$ cat src/rtl/alu_pkg.sv
// Shared ALU definitions: control codes, divider FSM states and divide context.
package alu_pkg;

    localparam int unsigned XLEN_DEFAULT = 32;

    typedef enum logic [4:0] {
        ALU_SUB    = 5'd0,
        ALU_ADD    = 5'd1,
        ALU_SLL    = 5'd2,
        ALU_SLT    = 5'd3,
        ALU_SLTU   = 5'd4,
        ALU_XOR    = 5'd5,
        ALU_SRA    = 5'd6,
        ALU_SRL    = 5'd7,
        ALU_OR     = 5'd8,
        ALU_AND    = 5'd9,
        ALU_ADDR   = 5'd10,
        ALU_BEQ    = 5'd11,
        ALU_BNE    = 5'd12,
        ALU_BLT    = 5'd13,
        ALU_BGE    = 5'd14,
        ALU_BLTU   = 5'd15,
        ALU_BGEU   = 5'd16,
        ALU_JAL    = 5'd17,
        ALU_JALR   = 5'd18,
        ALU_LUI    = 5'd19,
        ALU_AUIPC  = 5'd20,
        ALU_MUL    = 5'd21,
        ALU_MULH   = 5'd22,
        ALU_MULHSU = 5'd23,
        ALU_MULHU  = 5'd24,
        ALU_DIV    = 5'd25,
        ALU_DIVU   = 5'd26,
        ALU_REM    = 5'd27,
        ALU_REMU   = 5'd28
    } alu_op_e;

    typedef enum logic [1:0] {
        IDLE = 2'd0,
        DIV  = 2'd1,
        DONE = 2'd2
    } div_state_e;

    // Sign fix-up applied when the iterative divide finishes.
    typedef struct packed {
        logic is_rem;
        logic neg_quot;
        logic neg_rem;
    } div_ctx_t;

    function automatic logic is_div_op(input logic [4:0] code);
        return (code >= 5'(ALU_DIV)) && (code <= 5'(ALU_REMU));
    endfunction

endpackage

$ cat src/rtl/alu_div_iter.sv
// Restoring unsigned radix-2 divider; first bit is resolved on the start edge,
// so XLEN quotient bits take XLEN cycles from start.
module alu_div_iter #(
    parameter int unsigned XLEN = 32
) (
    input  logic            clk,
    input  logic            rst_n,
    input  logic            start,
    input  logic            abort,
    input  logic [XLEN-1:0] dividend,
    input  logic [XLEN-1:0] divisor,
    output logic [XLEN-1:0] quot,
    output logic [XLEN-1:0] rem,
    output logic            done_c
);

    localparam int unsigned CW = $clog2(XLEN);
    localparam logic [CW-1:0] LAST = CW'(XLEN - 1);

    logic [XLEN-1:0] divisor_q;
    logic [CW-1:0]   cnt;
    logic            busy;

    logic [XLEN-1:0] src_rem;
    logic [XLEN-1:0] src_quot;
    logic [XLEN-1:0] src_div;
    logic [XLEN:0]   trial;
    logic [XLEN:0]   diff;
    logic            ge;
    logic [XLEN-1:0] rem_n;
    logic [XLEN-1:0] quot_n;

    // One restoring step: shift in next dividend bit, subtract if it fits.
    always_comb begin
        src_rem  = start ? '0 : rem;
        src_quot = start ? dividend : quot;
        src_div  = start ? divisor : divisor_q;
        trial    = {src_rem, src_quot[XLEN-1]};
        diff     = trial - {1'b0, src_div};
        ge       = ~diff[XLEN];
        rem_n    = ge ? diff[XLEN-1:0] : {src_rem[XLEN-2:0], src_quot[XLEN-1]};
        quot_n   = {src_quot[XLEN-2:0], ge};
    end

    // High during the cycle whose edge computes the final quotient bit.
    assign done_c = busy && (cnt == LAST);

    // Iteration registers and bit counter.
    always_ff @(posedge clk or negedge rst_n) begin
        if (!rst_n) begin
            quot      <= '0;
            rem       <= '0;
            divisor_q <= '0;
            cnt       <= '0;
            busy      <= 1'b0;
        end else if (abort) begin
            cnt  <= '0;
            busy <= 1'b0;
        end else if (start) begin
            quot      <= quot_n;
            rem       <= rem_n;
            divisor_q <= divisor;
            cnt       <= CW'(1);
            busy      <= 1'b1;
        end else if (busy) begin
            quot <= quot_n;
            rem  <= rem_n;
            cnt  <= cnt + CW'(1);
            if (cnt == LAST) begin
                busy <= 1'b0;
            end
        end
    end

endmodule

$ cat src/rtl/alu_exec.sv
// Execute-stage ALU with registered result, branch flag and iterative divide.
module alu_exec
    import alu_pkg::*;
#(
    parameter int unsigned XLEN = XLEN_DEFAULT
) (
    input  logic            clk_i,
    input  logic            rst_ni,
    input  logic            start_i,
    input  logic [4:0]      aluctrl_i,
    input  logic [XLEN-1:0] a_i,
    input  logic [XLEN-1:0] b_i,
    input  logic            flush_i,
    output logic            ready_o,
    output logic            valid_o,
    output logic [XLEN-1:0] result_o,
    output logic            br_taken_o
);

    localparam int unsigned SHW = $clog2(XLEN);
    localparam int unsigned PW  = 2 * XLEN;
    localparam logic [XLEN-1:0] INT_MIN = {1'b1, {(XLEN-1){1'b0}}};

    div_state_e state, state_d;
    div_ctx_t   ctx, ctx_d;
    logic            valid_d;
    logic            br_d;
    logic [XLEN-1:0] result_d;
    logic            div_start;
    logic            div_abort;
    logic [XLEN-1:0] div_quot;
    logic [XLEN-1:0] div_rem;
    logic            div_done_c;

    logic [SHW-1:0]   shamt;
    logic [XLEN-1:0]  sum;
    logic [XLEN-1:0]  diff;
    logic             lt_s;
    logic             lt_u;
    logic             mul_a_sgn;
    logic             mul_b_sgn;
    logic signed [XLEN:0] mul_a;
    logic signed [XLEN:0] mul_b;
    logic signed [PW-1:0] prod;
    logic [XLEN-1:0]  alu_res_c;
    logic             alu_br_c;

    logic             accept;
    logic             div_signed;
    logic             a_neg;
    logic             b_neg;
    logic [XLEN-1:0]  a_mag;
    logic [XLEN-1:0]  b_mag;
    logic             div_zero;
    logic             div_ovf;
    logic             op_rem;

    // Shared adder, comparators and sign-selectable multiplier.
    always_comb begin
        shamt     = b_i[SHW-1:0];
        sum       = a_i + b_i;
        diff      = a_i - b_i;
        lt_s      = $signed(a_i) < $signed(b_i);
        lt_u      = a_i < b_i;
        mul_a_sgn = (aluctrl_i == ALU_MULH) || (aluctrl_i == ALU_MULHSU);
        mul_b_sgn = (aluctrl_i == ALU_MULH);
        mul_a     = {mul_a_sgn & a_i[XLEN-1], a_i};
        mul_b     = {mul_b_sgn & b_i[XLEN-1], b_i};
        prod      = PW'(mul_a) * PW'(mul_b);
    end

    // Single-cycle operation select.
    always_comb begin
        alu_res_c = '0;
        alu_br_c  = 1'b0;
        case (aluctrl_i)
            ALU_SUB:    alu_res_c = diff;
            ALU_ADD:    alu_res_c = sum;
            ALU_SLL:    alu_res_c = a_i << shamt;
            ALU_SLT:    alu_res_c = XLEN'(lt_s);
            ALU_SLTU:   alu_res_c = XLEN'(lt_u);
            ALU_XOR:    alu_res_c = a_i ^ b_i;
            ALU_SRA:    alu_res_c = XLEN'($signed(a_i) >>> shamt);
            ALU_SRL:    alu_res_c = a_i >> shamt;
            ALU_OR:     alu_res_c = a_i | b_i;
            ALU_AND:    alu_res_c = a_i & b_i;
            ALU_ADDR:   alu_res_c = sum;
            ALU_BEQ:    alu_br_c  = (a_i == b_i);
            ALU_BNE:    alu_br_c  = (a_i != b_i);
            ALU_BLT:    alu_br_c  = lt_s;
            ALU_BGE:    alu_br_c  = ~lt_s;
            ALU_BLTU:   alu_br_c  = lt_u;
            ALU_BGEU:   alu_br_c  = ~lt_u;
            ALU_JAL:    alu_res_c = sum;
            ALU_JALR:   alu_res_c = {sum[XLEN-1:1], 1'b0};
            ALU_LUI:    alu_res_c = b_i;
            ALU_AUIPC:  alu_res_c = sum;
            ALU_MUL:    alu_res_c = prod[XLEN-1:0];
            ALU_MULH,
            ALU_MULHSU,
            ALU_MULHU:  alu_res_c = prod[PW-1:XLEN];
            default:    alu_res_c = '0;
        endcase
    end

    // Divide operand conditioning and special-case detection.
    always_comb begin
        div_signed = (aluctrl_i == ALU_DIV) || (aluctrl_i == ALU_REM);
        op_rem     = (aluctrl_i == ALU_REM) || (aluctrl_i == ALU_REMU);
        a_neg      = div_signed & a_i[XLEN-1];
        b_neg      = div_signed & b_i[XLEN-1];
        a_mag      = a_neg ? -a_i : a_i;
        b_mag      = b_neg ? -b_i : b_i;
        div_zero   = (b_i == '0);
        div_ovf    = div_signed && (a_i == INT_MIN) && (b_i == '1);
    end

    assign accept = start_i && ready_o;

    // Next-state and next-output logic; flush overrides everything.
    always_comb begin
        state_d   = state;
        ctx_d     = ctx;
        valid_d   = 1'b0;
        br_d      = 1'b0;
        result_d  = result_o;
        div_start = 1'b0;
        div_abort = 1'b0;
        case (state)
            IDLE: begin
                if (accept) begin
                    if (!is_div_op(aluctrl_i)) begin
                        result_d = alu_res_c;
                        br_d     = alu_br_c;
                        valid_d  = 1'b1;
                    end else if (div_zero) begin
                        result_d = op_rem ? a_i : '1;
                        valid_d  = 1'b1;
                    end else if (div_ovf) begin
                        result_d = op_rem ? '0 : a_i;
                        valid_d  = 1'b1;
                    end else begin
                        div_start      = 1'b1;
                        ctx_d.is_rem   = op_rem;
                        ctx_d.neg_quot = a_neg ^ b_neg;
                        ctx_d.neg_rem  = a_neg;
                        state_d        = DIV;
                    end
                end
            end
            DIV: begin
                if (div_done_c) begin
                    state_d = DONE;
                end
            end
            DONE: begin
                if (ctx.is_rem) begin
                    result_d = ctx.neg_rem ? -div_rem : div_rem;
                end else begin
                    result_d = ctx.neg_quot ? -div_quot : div_quot;
                end
                valid_d = 1'b1;
                state_d = IDLE;
            end
            default: state_d = IDLE;
        endcase
        if (flush_i) begin
            state_d   = IDLE;
            ctx_d     = ctx;
            valid_d   = 1'b0;
            br_d      = 1'b0;
            result_d  = result_o;
            div_start = 1'b0;
            div_abort = 1'b1;
        end
    end

    // State and output registers.
    always_ff @(posedge clk_i or negedge rst_ni) begin
        if (!rst_ni) begin
            state      <= IDLE;
            ctx        <= '0;
            ready_o    <= 1'b1;
            valid_o    <= 1'b0;
            result_o   <= '0;
            br_taken_o <= 1'b0;
        end else begin
            state      <= state_d;
            ctx        <= ctx_d;
            ready_o    <= (state_d == IDLE);
            valid_o    <= valid_d;
            result_o   <= result_d;
            br_taken_o <= br_d;
        end
    end

    alu_div_iter #(
        .XLEN (XLEN)
    ) u_div (
        .clk      (clk_i),
        .rst_n    (rst_ni),
        .start    (div_start),
        .abort    (div_abort),
        .dividend (a_mag),
        .divisor  (b_mag),
        .quot     (div_quot),
        .rem      (div_rem),
        .done_c   (div_done_c)
    );

endmodule

$ cat config.mk
export PLATFORM = sky130hd
export DESIGN_NAME = alu_exec
export DESIGN_NICKNAME = d
export VERILOG_FILES = /design/src/rtl/alu_pkg.sv /design/src/rtl/alu_div_iter.sv /design/src/rtl/alu_exec.sv
export SDC_FILE = /design/constraint.sdc
export NUM_CORES = 2
export LEC_CHECK = 0
export ABC_CLOCK_PERIOD_IN_PS = 4500
export CORE_MARGIN = 5
export CORE_UTILIZATION = 44
export CTS_CLUSTER_SIZE = 14
export DETAILED_ROUTE_END_ITERATION = 8
export GPL_TIMING_DRIVEN = 1
export PLACE_DENSITY = 0.69
export SLEW_MARGIN = 0
export SYNTH_ARGS = -nofsm -noshare
export SYNTH_HDL_FRONTEND = slang
export SYNTH_HIERARCHICAL = 1
export SYNTH_SLANG_ARGS = --single-unit
$ cat constraint.sdc
create_clock -name clk_i -period 4.5 [get_ports clk_i]
set_clock_uncertainty 0.1 [all_clocks]
set_input_delay 0.9 -clock clk_i [delete_from_list [all_inputs] [get_ports clk_i]]
set_output_delay 0.9 -clock clk_i [all_outputs]
set_load 0.02 [all_outputs]
# Word-level counts from Yosys, hierarchy flattened
# Cells that the tools add are included.
[totals]
ff_bits = 142
input_bits = 73
word_cells = 153
output_inout_bits = 35
[op_classes]
magnitude_cmp = 4
reduce_logical = 20
addsub = 8
n_mul = 1
n_eq_ne = 36
n_shift = 3
n_bitwise = 15
mux = 53
[op_table]
columns = ["op", "count"]
rows = [
  ["$mux 32", 19],
  ["$pmux 32 s14", 1],
  ["$neg 32->32", 4],
  ["$eq 5x5->1 const B", 13],
  ["$eq 32x32->1 const B", 2],
  ["$lt 32x32->1", 2],
  ["$mul 33x33->64", 1],
  ["$pmux 32 s2", 1],
  ["$eq 5x4->1 const B", 8],
  ["$sub 33x32->33", 1],
  ["$add 32x32->32", 1],
  ["$and 32x32->32", 1],
  ["$eq 32x32->1", 1],
  ["$logic_not 32->1", 1],
  ["$ne 32x32->1", 1],
  ["$or 32x32->32", 1],
  ["$shl 32x5->32", 1],
  ["$shr 32x5->32", 1],
  ["$sshr 32x5->32", 1],
  ["$sub 32x32->32", 1],
  ["$xor 32x32->32", 1],
  ["$eq 5x3->1 const B", 4],
  ["$mux 1", 20],
  ["$mux 5", 3],
  ["other kinds (27)", 50],
]

# Depth between registers and ports, before layout
[depth]
word_depth = 15
mapped_depth = 34
mapped_depth_nobuf = 30

# Modules after synthesis
# The synthesis kept the hierarchy.
[modules_own_cells]
columns = ["mod", "area_per_inst_um2", "cells_per_inst", "seq_area_each_um2", "instances"]
rows = [
  ["alu_exec", 52161.3, 6388, 1002.2, 1],
  ["alu_div_iter", 7073.0, 784, 2552.4, 1],
]

# Least setup slack after synthesis
# OpenSTA, ideal clock, no wires.
[synth_timing]
path_kind = "input to register"
from = "input port b_i[2]"
to = "register result_o[30]"
t_required_ns = 4.272
path_buffers = 5
arrival_time_ns = 9.617
path_stages = 31
setup_ns = 0.128
path_slack_ns = -5.345
cell_sequence = "inv_2 buf_2 buf_1 clkbuf_1 buf_1 nor3_1 fa_1 inv_1 fa_1 inv_1 fa_1 inv_1 fa_1 inv_1 fa_1 fa_1 inv_1 fa_1 fa_1 inv_1 ha_1 clkbuf_1 nand2_1 nor2_1 a211oi_1 o41ai_1 nor4_1 nand4_1 a2111oi_0 o311a_1 a31oi_1"
[synth_between]
elab_chain_cells = 5
word_cells_on_any_way = 16
classes_between = "2 x add/sub; 1 x mul; 2 x eq/ne; 3 x shift; 5 x mux; 3 x reduce/logical"
[synth_lines]
columns = ["element", "line", "rtl"]
rows = [
  ["start: declaration", "alu_exec.sv:12", "input logic [XLEN-1:0] b_i,"],
  ["$mul 33x33->64 (tied with other cells)", "alu_exec.sv:69", "prod = PW'(mul_a) * PW'(mul_b);"],
  ["$pmux 32 s14 / $mux 32 (equally long branches)", "alu_exec.sv:76, alu_exec.sv:136", ""],
  ["$mux 32", "alu_exec.sv:132", "if (!is_div_op(aluctrl_i)) begin"],
  ["$mux 32", "alu_exec.sv:131", "if (accept) begin"],
  ["$pmux 32 s2", "alu_exec.sv:129", "case (state)"],
  ["end signal: assignment", "alu_exec.sv:192", "result_o <= result_d;"],
  ["end: declaration", "alu_exec.sv:16", "output logic [XLEN-1:0] result_o,"],
]
# Parallel ways exist; a longest one is shown, timed or not. The select of a mux whose other input is x is not followed.
# A chain may end at the register's enable or synchronous reset.

# Worst setup path in the final report
[layout_timing]
from = "input port aluctrl_i[3]"
to = "register result_o[31]"
[layout_between]
elab_chain_cells = 8
word_cells_on_any_way = 45
classes_between = "1 x mul; 2 x order compare; 22 x eq/ne; 8 x mux; 2 x bitwise; 10 x reduce/logical"
[layout_lines]
columns = ["element", "line", "rtl"]
rows = [
  ["start: declaration", "alu_exec.sv:10", "input logic [4:0] aluctrl_i,"],
  ["$eq 5x5->1, on equally long branches", "-", ""],
  ["$logic_or 1x1->1, on equally long branches", "alu_exec.sv:65, alu_exec.sv:109", ""],
  ["$and 1x1->1 / $mux 32 (equally long branches)", "alu_exec.sv:67, alu_exec.sv:140", ""],
  ["$mul 33x33->64 / $mux 32 (equally long branches)", "alu_exec.sv:69, alu_exec.sv:139", ""],
  ["$pmux 32 s14 / $mux 32 (equally long branches)", "alu_exec.sv:76, alu_exec.sv:136", ""],
  ["$mux 32", "alu_exec.sv:132", ""],
  ["$mux 32", "alu_exec.sv:131", ""],
  ["$pmux 32 s2", "alu_exec.sv:129", ""],
]
# Parallel ways exist; a longest one is shown, timed or not. The select of a mux whose other input is x is not followed.

==> results.yml <==
critical_path:
  cp-startpoint: "aluctrl_i[3]"
  rr_startpoint: "state[0]"
  cp_common_cell: "fa_2"
  start_kind: "input pin"
  endpoint_kind: "flip-flop"
  crit_arrival_ns: 8.71
  crit_type: "in -> reg"
  cp_slowest_cell: "fa_2"
  endpoint: "result_o[31]"
  timing.rr.end: "u_div/rem[6]"
  r2r_cells: 20
  r2r_setup_slack_ns: 0.25
  worstPathMaxFanout: 5
  cpPeakStageDelay_ns: 0.69
  required_ns: 4.73
synthesis:
  synthTopCellsByCount: "1331 x inv_1, 1128 x fa_1, 1092 x nand2_1"
  synthSimpleGateAreaFrac: 0.152
  synth_edf_count: 0
  synth.avg_cell_area_um2: 8.26
  synth-warning-count: 6
  syn_area_um2: 59200
  synth_top_cell_area_share: 0.381
  synth_compound_area_frac: 0.127
  synth-seq-area-share: 0.0600
  yosysMostFrequentCell: "inv_1"
  synthArstFlopShare: 1.00
  synth_top_cells_by_area: "fa_1 38%, inv_1 8.4%, ha_1 7.4%"
  synth-seq-cells: 142
  synth_nets: 8721
  synth_ff_type: "dfrtp_1"
  netlist_instances: 7172
  synth_xor_area_frac: 0.0333
  synth.largest_area_cell: "fa_1"
  synth.area.mux_share: 0.0550
  synth_top_family_by_area: "adder cells"
  ys_types: 108
  synth_fa_ha_area_frac: 0.455
drt:
  drc: 0
  first_pass_iters: 6
  drtAntennaViolNets: 0
  vias: 60500
  post_drt_wl_per_cell_um: 29.3
  wirelength_um: 301000
  vias_per_cell: 5.90
  drt_iter0_drc: 7468
place:
  io_buffers: 107
  place.gp.congestion: 1.07
  dp_hpwl_um: 249000
min_path:
  hold_class: "in -> async"
cts:
  cts_buffers: 17
  postCtsHoldBufs: 0
  cts_tree: "yes"
  insertion_delay_ns: 0.45
  htree_levels: 4
  clk_pin_slew_ns: 0.07
  clk_path_buf_depth: 2
  cts-root-buf: "clkbuf_16"
  cts.sink_count: 142
timing:
  slew_headroom: 0.406
  setup_ws_ns: -3.98
  tightestPinTransition_ns: 0.884
  hold_violations: 0
  fin_crit_sh: 1.88
  maxSlewViolCount: 0
  finalSetupTns_ns: -144.85
  period_needed_ns: 8.48
  fmax_mhz: 118
  setup_viol: 66
  rsz0062_at_grt: "yes"
global_route:
  grt_util_all_layers: 0.415
  grt_overflow_total: 0
  first_global_vias: 61400
  grt_pass1_wl_um: 427000
  antenna_found_initial: 15
  grt_max_degree: 82
die:
  io_pins: 108
  die_area_um2: 142000
  dieHeight_um: 377
  row_count: 134
  core_um2: 134000
  initial_utilization: 0.443
  die_w_um: 377
final_layout:
  syn_to_final_growth_pct: 33.3
  num-nets-final: 10000
  drive_gt1_frac: 0.281
  fillers: 11800
run_status:
  violations: "setup timing"
  status: "finished with violations"
flow_run:
  cap_violations: 0
area by class of cell:
class / count / area [um2] / area share
sequential: 142 / 3560 / 0.0450
timing repair buffer: 1730 / 15600 / 0.197
clock buffer: 18 / 439 / 0.00556
inverter: 1357 / 5210 / 0.0660
clock inverter: 14 / 151 / 0.00192
multi-input combinational: 5208 / 51800 / 0.656
tap: 1768 / 2210 / 0.0280
antenna: 8 / 20.0 / 0.000254
timing repair inverter: 1 / 6.26 / 0.0000792
flip-flops by register name (all words and copies together) (netlist names):
name / cells
u_div/divisor_q: 32
u_div/rem: 32
ready_o: 1
valid_o: 1
ctx: 3
result_o: 32
state: 2
u_div/quot: 32
u_div/busy: 1
br_taken_o: 1
u_div/cnt: 5
cells in the final DEF, fill, tap and decap left out, drive strengths merged, types with 31 or more instances in the layout:
| cell type | n |
|---|---|
| mux4 | 50 |
| clkdlybuf4s50 | 37 |
| mux2 | 33 |
| inv | 1342 |
| nor3 | 76 |
| o31ai | 49 |
| o22ai | 42 |
| nand4 | 55 |
| nand3 | 71 |
| o211ai | 53 |
| a21oi | 287 |
| a21o | 62 |
| o21ai | 272 |
| a31oi | 46 |
| fa | 1128 |
| a221oi | 31 |
| nor2 | 560 |
| xnor2 | 162 |
| xor2 | 61 |
| dfrtp | 141 |
| mux2i | 176 |
| nor4 | 40 |
| ha | 348 |
| buf | 1673 |
| nor2b | 52 |
| nand2 | 1095 |
| a211oi | 46 |
worst max-delay path: cells and delay by family:
family | cells | cell delay, ns
AND/OR/NAND/NOR | 4 | 0.69
buffers and inverters | 9 | 1.07
AO/OA/AOI/OAI | 9 | 1.64
adder cells (fa/ha/maj) | 9 | 4.40
per-layer routing:
| layer | up-vias | wire (um) | track usage | share of wire |
|---|---|---|---|---|
| li1 | 25400 | - | - | - |
| met4 | 10 | 21300 | 0.221 | 0.071 |
| met1 | 30600 | 117000 | 0.547 | 0.39 |
| met3 | 909 | 31900 | 0.108 | 0.11 |
| met5 | - | 149 | 0 | 0.00050 |
| met2 | 3632 | 130000 | 0.631 | 0.43 |
how the worst min path moves through the flow:
stage                      startpoint      endpoint  slack (ns)
final                          rst_ni  u_div/rem[3]        0.38
after global placement    result_o[3]   result_o[3]        0.36
after global routing      result_o[3]   result_o[3]        0.42
after CTS                 result_o[4]   result_o[4]        0.40
after floorplan              state[0]       ready_o        0.36
after detailed placement  result_o[4]   result_o[4]        0.38
kinds of logic (layout without fill, tap and decap cells):
kind of cell,Yosys count,in the layout
compound gates,1147,1147
fa+ha+maj,1476,1476
simple gates,2102,2103
other cells,0,8
xor+xnor,223,223
mux,259,259
buf+inv,1823,3120
flops,142,142
repair_timing:
| action | in CTS | in global routing |
|---|---|---|
| pin swaps | 203 | 244 |
| resized for setup | 452 | 402 |
| gates cloned | 13 | 3 |
| setup endpoints to repair | 66 | 66 |
| hold endpoints to repair | 0 | 0 |
| buffers inserted | 89 | 69 |
through the flow:
step	std cells	area, um2	hold slack (ns)	worst slack [ns]	utilization
2_1_floorplan	7172	60600	0.357	-4.13	-
3_3_place_gp	10100	73500	0.361	-5.22	0.550
3_5_place_dp	10100	73500	0.382	-5.17	0.550
4_1_cts	10200	76800	0.399	-3.85	0.575
5_1_grt	10200	78900	0.424	-4.12	0.591
6_report	10200	79000	0.379	-3.98	0.591
Power is not shown: default switching activity piles up to over one toggle a cycle in this logic, so the estimate is an artifact.
